## src/rtl/ps2_key_event_ctrl_if.sv

```systemverilog
// Event-side handshake between the PS/2 key event controller and its consumer.
// master = controller (drives the FIFO head), slave = game logic.
interface ps2_key_event_ctrl_if #(
    parameter int FIFO_DEPTH = 8
);
    localparam int LVL_W = $clog2(FIFO_DEPTH) + 1;

    logic             ev_valid;
    logic             ev_ready;
    logic [7:0]       ev_code;
    logic             ev_ext;
    logic             ev_break;
    logic [LVL_W-1:0] ev_level;
    logic             overflow;

    modport master (
        output ev_valid, ev_code, ev_ext, ev_break, ev_level, overflow,
        input  ev_ready
    );

    modport slave (
        input  ev_valid, ev_code, ev_ext, ev_break, ev_level, overflow,
        output ev_ready
    );
endinterface

```

## src/rtl/ps2_key_event_ctrl.sv

```systemverilog
// Turns PS/2 scan bytes into make/break events (E0/F0 prefix FSM with watchdog),
// queues them in a first-word-fall-through FIFO and tracks held movement keys.
module ps2_key_event_ctrl #(
    parameter int FIFO_DEPTH     = 8,
    parameter int TIMEOUT_CYCLES = 50000
) (
    input  logic                        clk_in,
    input  logic                        rst_in,
    input  logic                        byte_valid,
    input  logic [7:0]                  byte_data,
    ps2_key_event_ctrl_if.master        ev,
    output logic [3:0]                  dir_held
);
    localparam int PTR_W = $clog2(FIFO_DEPTH);
    localparam int LVL_W = PTR_W + 1;
    localparam int WD_W  = $clog2(TIMEOUT_CYCLES);

    typedef enum logic [1:0] {IDLE, PRE_E0, PRE_F0, PRE_E0F0} state_t;

    typedef struct packed {
        logic [7:0] code;
        logic       ext;
        logic       brk;
    } ev_t;

    state_t           state_q, state_d;
    logic [WD_W-1:0]  wd_q, wd_d;
    logic [PTR_W-1:0] wr_ptr_q, wr_ptr_d, rd_ptr_q, rd_ptr_d;
    logic [LVL_W-1:0] cnt_q, cnt_d;
    logic             ovf_q, ovf_d;
    logic [7:0]       press_q, press_d;
    logic [3:0]       dir_q, dir_d;
    ev_t              mem_q [FIFO_DEPTH];

    logic emit, pop, full, push_ok, head_vld;
    ev_t  emit_ev, head;

    // Bytes that carry no key information (ACK, BAT, echo, resend, error, Pause lead-in).
    function automatic logic is_ignored(input logic [7:0] b);
        return (b == 8'hFA) || (b == 8'hAA) || (b == 8'hEE) || (b == 8'hFE) ||
               (b == 8'hE1) || (b == 8'h00) || (b == 8'hFF);
    endfunction

    // One-hot bit per movement source: [0]W [1]S [2]A [3]D [4]Up [5]Down [6]Left [7]Right.
    function automatic logic [7:0] key_mask(input logic [7:0] code, input logic ext);
        logic [7:0] m;
        m = 8'd0;
        if (!ext) begin
            case (code)
                8'h1D:   m[0] = 1'b1;
                8'h1B:   m[1] = 1'b1;
                8'h1C:   m[2] = 1'b1;
                8'h23:   m[3] = 1'b1;
                default: m = 8'd0;
            endcase
        end else begin
            case (code)
                8'h75:   m[4] = 1'b1;
                8'h72:   m[5] = 1'b1;
                8'h6B:   m[6] = 1'b1;
                8'h74:   m[7] = 1'b1;
                default: m = 8'd0;
            endcase
        end
        return m;
    endfunction

    always_comb begin
        state_d = state_q;
        wd_d    = wd_q;
        emit    = 1'b0;
        emit_ev = '0;
        if (byte_valid) begin
            wd_d = '0;
            case (state_q)
                IDLE: begin
                    if (byte_data == 8'hE0) begin
                        state_d = PRE_E0;
                    end else if (byte_data == 8'hF0) begin
                        state_d = PRE_F0;
                    end else if (!is_ignored(byte_data)) begin
                        emit    = 1'b1;
                        emit_ev = '{code: byte_data, ext: 1'b0, brk: 1'b0};
                    end
                end
                PRE_E0: begin
                    if (byte_data == 8'hF0) begin
                        state_d = PRE_E0F0;
                    end else if (byte_data != 8'hE0) begin
                        emit    = 1'b1;
                        emit_ev = '{code: byte_data, ext: 1'b1, brk: 1'b0};
                        state_d = IDLE;
                    end
                end
                PRE_F0: begin
                    emit    = 1'b1;
                    emit_ev = '{code: byte_data, ext: 1'b0, brk: 1'b1};
                    state_d = IDLE;
                end
                default: begin
                    emit    = 1'b1;
                    emit_ev = '{code: byte_data, ext: 1'b1, brk: 1'b1};
                    state_d = IDLE;
                end
            endcase
        end else if (state_q == IDLE) begin
            wd_d = '0;
        end else if (wd_q == WD_W'(TIMEOUT_CYCLES - 1)) begin
            // Stalled prefix: drop it silently.
            wd_d    = '0;
            state_d = IDLE;
        end else begin
            wd_d = wd_q + WD_W'(1);
        end
    end

    always_comb begin
        head_vld = (cnt_q != '0);
        head     = mem_q[rd_ptr_q];
        pop      = head_vld & ev.ev_ready;
        full     = (cnt_q == LVL_W'(FIFO_DEPTH));
        push_ok  = emit & (~full | pop);
        ovf_d    = emit & full & ~pop;
        wr_ptr_d = push_ok ? wr_ptr_q + PTR_W'(1) : wr_ptr_q;
        rd_ptr_d = pop ? rd_ptr_q + PTR_W'(1) : rd_ptr_q;
        cnt_d    = cnt_q;
        if (push_ok && !pop) begin
            cnt_d = cnt_q + LVL_W'(1);
        end else if (!push_ok && pop) begin
            cnt_d = cnt_q - LVL_W'(1);
        end
        // Held keys follow every emitted event, even one the FIFO had to drop.
        press_d = press_q;
        if (emit) begin
            if (emit_ev.brk) press_d = press_q & ~key_mask(emit_ev.code, emit_ev.ext);
            else             press_d = press_q |  key_mask(emit_ev.code, emit_ev.ext);
        end
        dir_d = {press_d[0] | press_d[4], press_d[1] | press_d[5],
                 press_d[2] | press_d[6], press_d[3] | press_d[7]};
    end

    always_ff @(posedge clk_in or posedge rst_in) begin
        if (rst_in) begin
            state_q  <= IDLE;
            wd_q     <= '0;
            wr_ptr_q <= '0;
            rd_ptr_q <= '0;
            cnt_q    <= '0;
            ovf_q    <= 1'b0;
            press_q  <= 8'd0;
            dir_q    <= 4'd0;
        end else begin
            state_q  <= state_d;
            wd_q     <= wd_d;
            wr_ptr_q <= wr_ptr_d;
            rd_ptr_q <= rd_ptr_d;
            cnt_q    <= cnt_d;
            ovf_q    <= ovf_d;
            press_q  <= press_d;
            dir_q    <= dir_d;
        end
    end

    always_ff @(posedge clk_in) begin
        if (push_ok) mem_q[wr_ptr_q] <= emit_ev;
    end

    // Head fields are forced to zero when empty so storage contents never leak out.
    assign ev.ev_valid = head_vld;
    assign ev.ev_code  = head_vld ? head.code : 8'd0;
    assign ev.ev_ext   = head_vld & head.ext;
    assign ev.ev_break = head_vld & head.brk;
    assign ev.ev_level = cnt_q;
    assign ev.overflow = ovf_q;
    assign dir_held    = dir_q;
endmodule

```

## src/flat_wrapper.sv

```systemverilog
// flat-port wrapper written by rule: the top's interface ports become plain ports
module ps2_key_event_ctrl_flat 
#(
    parameter int FIFO_DEPTH     = 8,
    parameter int TIMEOUT_CYCLES = 50000
)
  (clk_in, rst_in, byte_valid, byte_data, dir_held, ev_ev_valid, ev_ev_code, ev_ev_ext, ev_ev_break, ev_ev_level, ev_overflow, ev_ev_ready);
  ps2_key_event_ctrl_if #(.FIFO_DEPTH(FIFO_DEPTH)) ev_i ();
  input  logic clk_in;
  input  logic rst_in;
  input  logic byte_valid;
  input  logic [7:0] byte_data;
  output logic [3:0] dir_held;
  output wire logic [$bits(ev_i.ev_valid)-1:0] ev_ev_valid;
  output wire logic [$bits(ev_i.ev_code)-1:0] ev_ev_code;
  output wire logic [$bits(ev_i.ev_ext)-1:0] ev_ev_ext;
  output wire logic [$bits(ev_i.ev_break)-1:0] ev_ev_break;
  output wire logic [$bits(ev_i.ev_level)-1:0] ev_ev_level;
  output wire logic [$bits(ev_i.overflow)-1:0] ev_overflow;
  input wire logic [$bits(ev_i.ev_ready)-1:0] ev_ev_ready;
  assign ev_ev_valid = ev_i.ev_valid;
  assign ev_ev_code = ev_i.ev_code;
  assign ev_ev_ext = ev_i.ev_ext;
  assign ev_ev_break = ev_i.ev_break;
  assign ev_ev_level = ev_i.ev_level;
  assign ev_overflow = ev_i.overflow;
  assign ev_i.ev_ready = ev_ev_ready;
  ps2_key_event_ctrl #(.FIFO_DEPTH(FIFO_DEPTH), .TIMEOUT_CYCLES(TIMEOUT_CYCLES)) u_core (.clk_in(clk_in), .rst_in(rst_in), .byte_valid(byte_valid), .byte_data(byte_data), .ev(ev_i), .dir_held(dir_held));
endmodule
```

## config.mk

```make
export PLATFORM = sky130hd
export DESIGN_NAME = ps2_key_event_ctrl_flat
export DESIGN_NICKNAME = d
export VERILOG_FILES = /design/src/rtl/ps2_key_event_ctrl_if.sv /design/src/rtl/ps2_key_event_ctrl.sv /design/src/flat_wrapper.sv
export SDC_FILE = /design/constraint.sdc
export NUM_CORES = 1
export LEC_CHECK = 0
export ABC_AREA = 1
export CAP_MARGIN = 15
export CORE_MARGIN = 8
export CORE_UTILIZATION = 42
export CTS_CLUSTER_DIAMETER = 50
export CTS_CLUSTER_SIZE = 40
export DETAILED_ROUTE_END_ITERATION = 16
export GPL_ROUTABILITY_DRIVEN = 0
export MAX_ROUTING_LAYER = met4
export PLACE_DENSITY_LB_ADDON = 0.05
export SLEW_MARGIN = 20
export SYNTH_ARGS = -nofsm -noshare
export SYNTH_HDL_FRONTEND = slang
export SYNTH_SLANG_ARGS = --single-unit
```

## constraint.sdc

```tcl
create_clock -name clk_in -period 2.6 [get_ports clk_in]
set_input_delay 0.52 -clock clk_in [delete_from_list [all_inputs] [get_ports clk_in]]
set_output_delay 0.52 -clock clk_in [all_outputs]
set_load 0.02 [all_outputs]
```

==> metrics.txt, run 1 <==
Port Buffers=31; post-CTS setup buffer count=0; Critical Path Slowest Stage Cell=dfrtp_1; top_reg_cell synth=edfxtp_1; met3 GRT Util=between 3 and 4%; Hold Crit Class=reg2reg; # hold bufs at CTS=0; largest net degree at the start of global routing=42; initial DRC count=approximately 250; Slew headroom=63.2%; Crit Path Category=reg2out; register area share after synthesis=about three fifths; CTS max path bufs=2; max cap viols=0; Final setup viols=0; CP required=around 2.1 ns; Placed Cells=834; Worst Skew=between 0.004 and 0.005 ns; clk_lat worst skew=between 0.4 and 0.5 ns; Via density=4.89; # IOs=32; Netlist Area Pre-Place=around 5700 um2; Initial Util=43.0%; Placed Area=approximately 6700 um2; Total Die Area=roughly 17000 um2; slew at the pin closest to its max-slew limit=~0.55 ns; hold path start=u_core.wd_q[0]$_DFF_PP0_; core area=about 13000 um2; crit end category=primary output; DR DRC count=0; synthesis-stage register bit count=approximately 120; final worst path period share=between 90% and 100%; GR peak layer=met2; critical path's largest stage delay=~0.4 ns; ys async rst share=between 30% and 40%; Comb pwr share=34.2%; WP data arrival=1.96 ns; DIE WIDTH=132 um; hold endpoint=u_core.wd_q[0]$_DFF_PP0_; Distinct cells, synth=between 40 and 50; vias in the first global route=between 4000 and 5000; Internal Power=roughly 4900 uW; sequential power share=roughly a third; Worst R2R Start=u_core.ev.ev_level[2]$_DFFE_PP0P_; # fillers=between 1000 and 1500; nets=between 600 and 700; Slew Limit Fails=0; CP Cell Sequence=inv_1, buf_12, nor2_1, o22ai_1, o21ai_0, a31oi_1, clkdlybuf4s15_1; Clock Pin Slew Worst Setup and Hold Paths=around 0.050 ns; post-layout min period=about 2.5 ns; Layout Utilization=a little over half; drt first pass iters=4; RSZ-0062 raised after global routing=false; clock sinks=roughly 120; # diodes=0; reg2reg path depth=13; leak pwr=~0.0031 uW; post-route setup slack=around 0.12 ns; R2R Setup Slk=around 0.36 ns; Worst Setup Start Kind=flop; CTS tree=done; Root Buffer=clkbuf_16; Avg WL per Cell=14.8 um; maximum operating frequency=approximately 0.4 GHz; Hold Crit Depth=1; Max VDD drop=about 0.41 mV; DP HPWL=8.98 mm; final-report hold violation count=0; fin area=between 7000 and 8000 um2; global-route wire length before repair=between 20 and 25 mm; Sw Pwr=approximately 2400 uW; H-Tree Depth=4; Place WS=-0.437 ns; GR Layer Usage met2=a little over a quarter; met1 global-route usage=18.2%; remaining global-route overflow=0; crit path max fanout=26; syn_nets=606; Clock Power Share=32.8%; sw frac=33.1%; Site Rows=42; P per Cell Area=between 1000 and 1500 nW/um2; initial antenna violation count=0; Post-Route WL=12.8 mm; number of flops mapped to enable cells by yosys=80; total CTS buffers=17; post-route ant nets=0; Die H=~130 um; status=completed; Syn Area/Cell=approximately 9.7 um2; FF-to-FF End=u_core.ev.ev_level[3]$_DFFE_PP0P_; YS warnings=0; vias=~4200; GR Util All Layers=15.7%; Post-Syn Instances=~600; Layout Cells excl Fill=between 800 and 900; Area growth, synth to finish=27.8%; share of layout cells above drive strength 1=around 19%; worst setup path startpoint=u_core.rd_ptr_q[0]$_DFFE_PP0P_
-- power groups by stage --
stage	sequential, uW	combinational, uW	clock, uW
floorplan	2490	1420	0
global placement	2450	2650	0
detailed placement	2450	2680	0
CTS	2420	2610	2440
global route	2440	2800	2520
finish	2420	2500	2400
-- routing by layer --
layer,vias to the layer above,wire (um)
met2,67,6440
met1,2006,5830
met5,-,0
met4,0,167
li1,2144,-
met3,14,383
-- cells by family (layout without fill, tap and decap cells) --
kind of cell	count (synthesis)	in the layout	share of synthesized area (%)
buf+inv	91	194	6.38
simple gates	258	258	19.9
fa+ha+maj	7	7	1.68
flops	121	121	60.5
compound gates	102	102	10.3
xor+xnor	7	7	1.08
mux	1	1	0.199
-- Yosys cell counts (6+ instances only) --
cell | n | area share (%)
nand4_1 | 9 | 0.99
o21ai_0 | 60 | 5.3
inv_2 | 6 | 0.40
nor2_1 | 116 | 7.7
clkbuf_1 | 14 | 0.93
nand2_1 | 87 | 5.8
nor2_2 | 6 | 0.66
a21oi_1 | 11 | 0.97
edfxtp_1 | 80 | 42
inv_1 | 64 | 4.2
a31oi_1 | 10 | 1.1
o22ai_1 | 10 | 1.1
ha_1 | 6 | 1.3
nor3_1 | 6 | 0.53
dfrtp_1 | 41 | 18
nand3_1 | 18 | 1.6
-- cell usage in the layout, fill, tap and decap left out, types with 2 or more instances in the layout --
| master | Yosys | routed |
|---|---|---|
| nor2_1 | 116 | 116 |
| nand2_1 | 87 | 87 |
| edfxtp_1 | 80 | 80 |
| inv_1 | 64 | 61 |
| o21ai_0 | 60 | 60 |
| buf_4 | 2 | 53 |
| dfrtp_1 | 41 | 41 |
| nand3_1 | 18 | 18 |
| clkbuf_16 | 0 | 17 |
| clkdlybuf4s50_1 | 0 | 12 |
| o22ai_1 | 10 | 10 |
| a21oi_1 | 11 | 10 |
| a31oi_1 | 10 | 9 |
| nand4_1 | 9 | 9 |
| dlymetal6s2s_1 | 0 | 8 |
| clkbuf_2 | 0 | 8 |
| inv_2 | 6 | 7 |
| nor2_2 | 6 | 6 |
| buf_12 | 0 | 6 |
| nor3_1 | 6 | 5 |
| xor2_1 | 5 | 5 |
| ha_1 | 6 | 5 |
| clkinv_1 | 1 | 4 |
| bufinv_16 | 0 | 4 |
| clkinv_2 | 0 | 4 |
| nand2_2 | 3 | 3 |
| nor2_4 | 3 | 3 |
| nor4_1 | 3 | 3 |
| o21bai_1 | 3 | 3 |
| clkinvlp_4 | 0 | 3 |
| xnor2_1 | 2 | 2 |
| nand3_2 | 2 | 2 |
| nand2_4 | 2 | 2 |
| nor3_2 | 1 | 2 |
-- worst max-delay path by stage --
stage                     depth (start not counted)                           endpoint  slack (ns)
final                                             7                      ev_ev_code[5]        0.12
after CTS                                        20  u_core.ev.ev_level[3]$_DFFE_PP0P_       0.002
after global placement                           20  u_core.ev.ev_level[3]$_DFFE_PP0P_       -0.37
after detailed placement                         20  u_core.ev.ev_level[3]$_DFFE_PP0P_       -0.44
after floorplan                                  19  u_core.ev.ev_level[3]$_DFFE_PP0P_       0.001
after global routing                              7                      ev_ev_code[5]       0.006
-- flip-flops by register name, indices dropped and copies added (netlist names) --
name,count
u_core.mem_q,80
u_core.wd_q,16
u_core.state_q,2
u_core.wr_ptr_q,3
u_core.ev.ev_level,4
u_core.press_q,8
u_core.dir_held,4
u_core.rd_ptr_q,3
u_core.ev.overflow,1
-- worst max-delay path: cells and delay by family (launching register included) --
family,cells,cell delay [ns]
AO/OA/AOI/OAI,3,0.43
AND/OR/NAND/NOR,1,0.05
flip-flops,1,0.40
buffers and inverters,3,0.68
-- cell type report --
cell class,instances,area [um2],share of cell area [%]
Clock buffer,18,429,5.92
Clock inverter,14,179,2.47
Inverter,71,269,3.71
Multi-Input combinational cell,375,1910,26.3
Sequential cell,121,3430,47.3
Tap cell,176,220,3.04
Timing Repair Buffer,91,813,11.2
-- per-stage QoR --
stage                     power, uW  hold slack, ns  setup TNS, ns
after detailed placement       5130           0.466         -17.33
after CTS                      7480           0.474              0
after global routing           7760           0.496              0
after global placement         5090           0.446         -13.34
final                          7320           0.476              0
after floorplan                3910           0.433              0
-- timing repair --
action / CTS / global route
gates cloned: 0 / 0
gates resized for setup: 20 / 32
setup endpoints to repair: 12 / 34
pin swaps: 0 / 0
hold endpoints to repair: 0 / 0
Note: power is estimated with default switching activity, not from simulation.
==> inputs of run 2 (changes only) <==
- ABC_CLOCK_PERIOD_IN_PS: default -> 2600
- CTS_CLUSTER_SIZE: 40 -> 14
==> results of run 2 <==
Same layout as run 1: the final DEF is identical, and so are final timing and power.
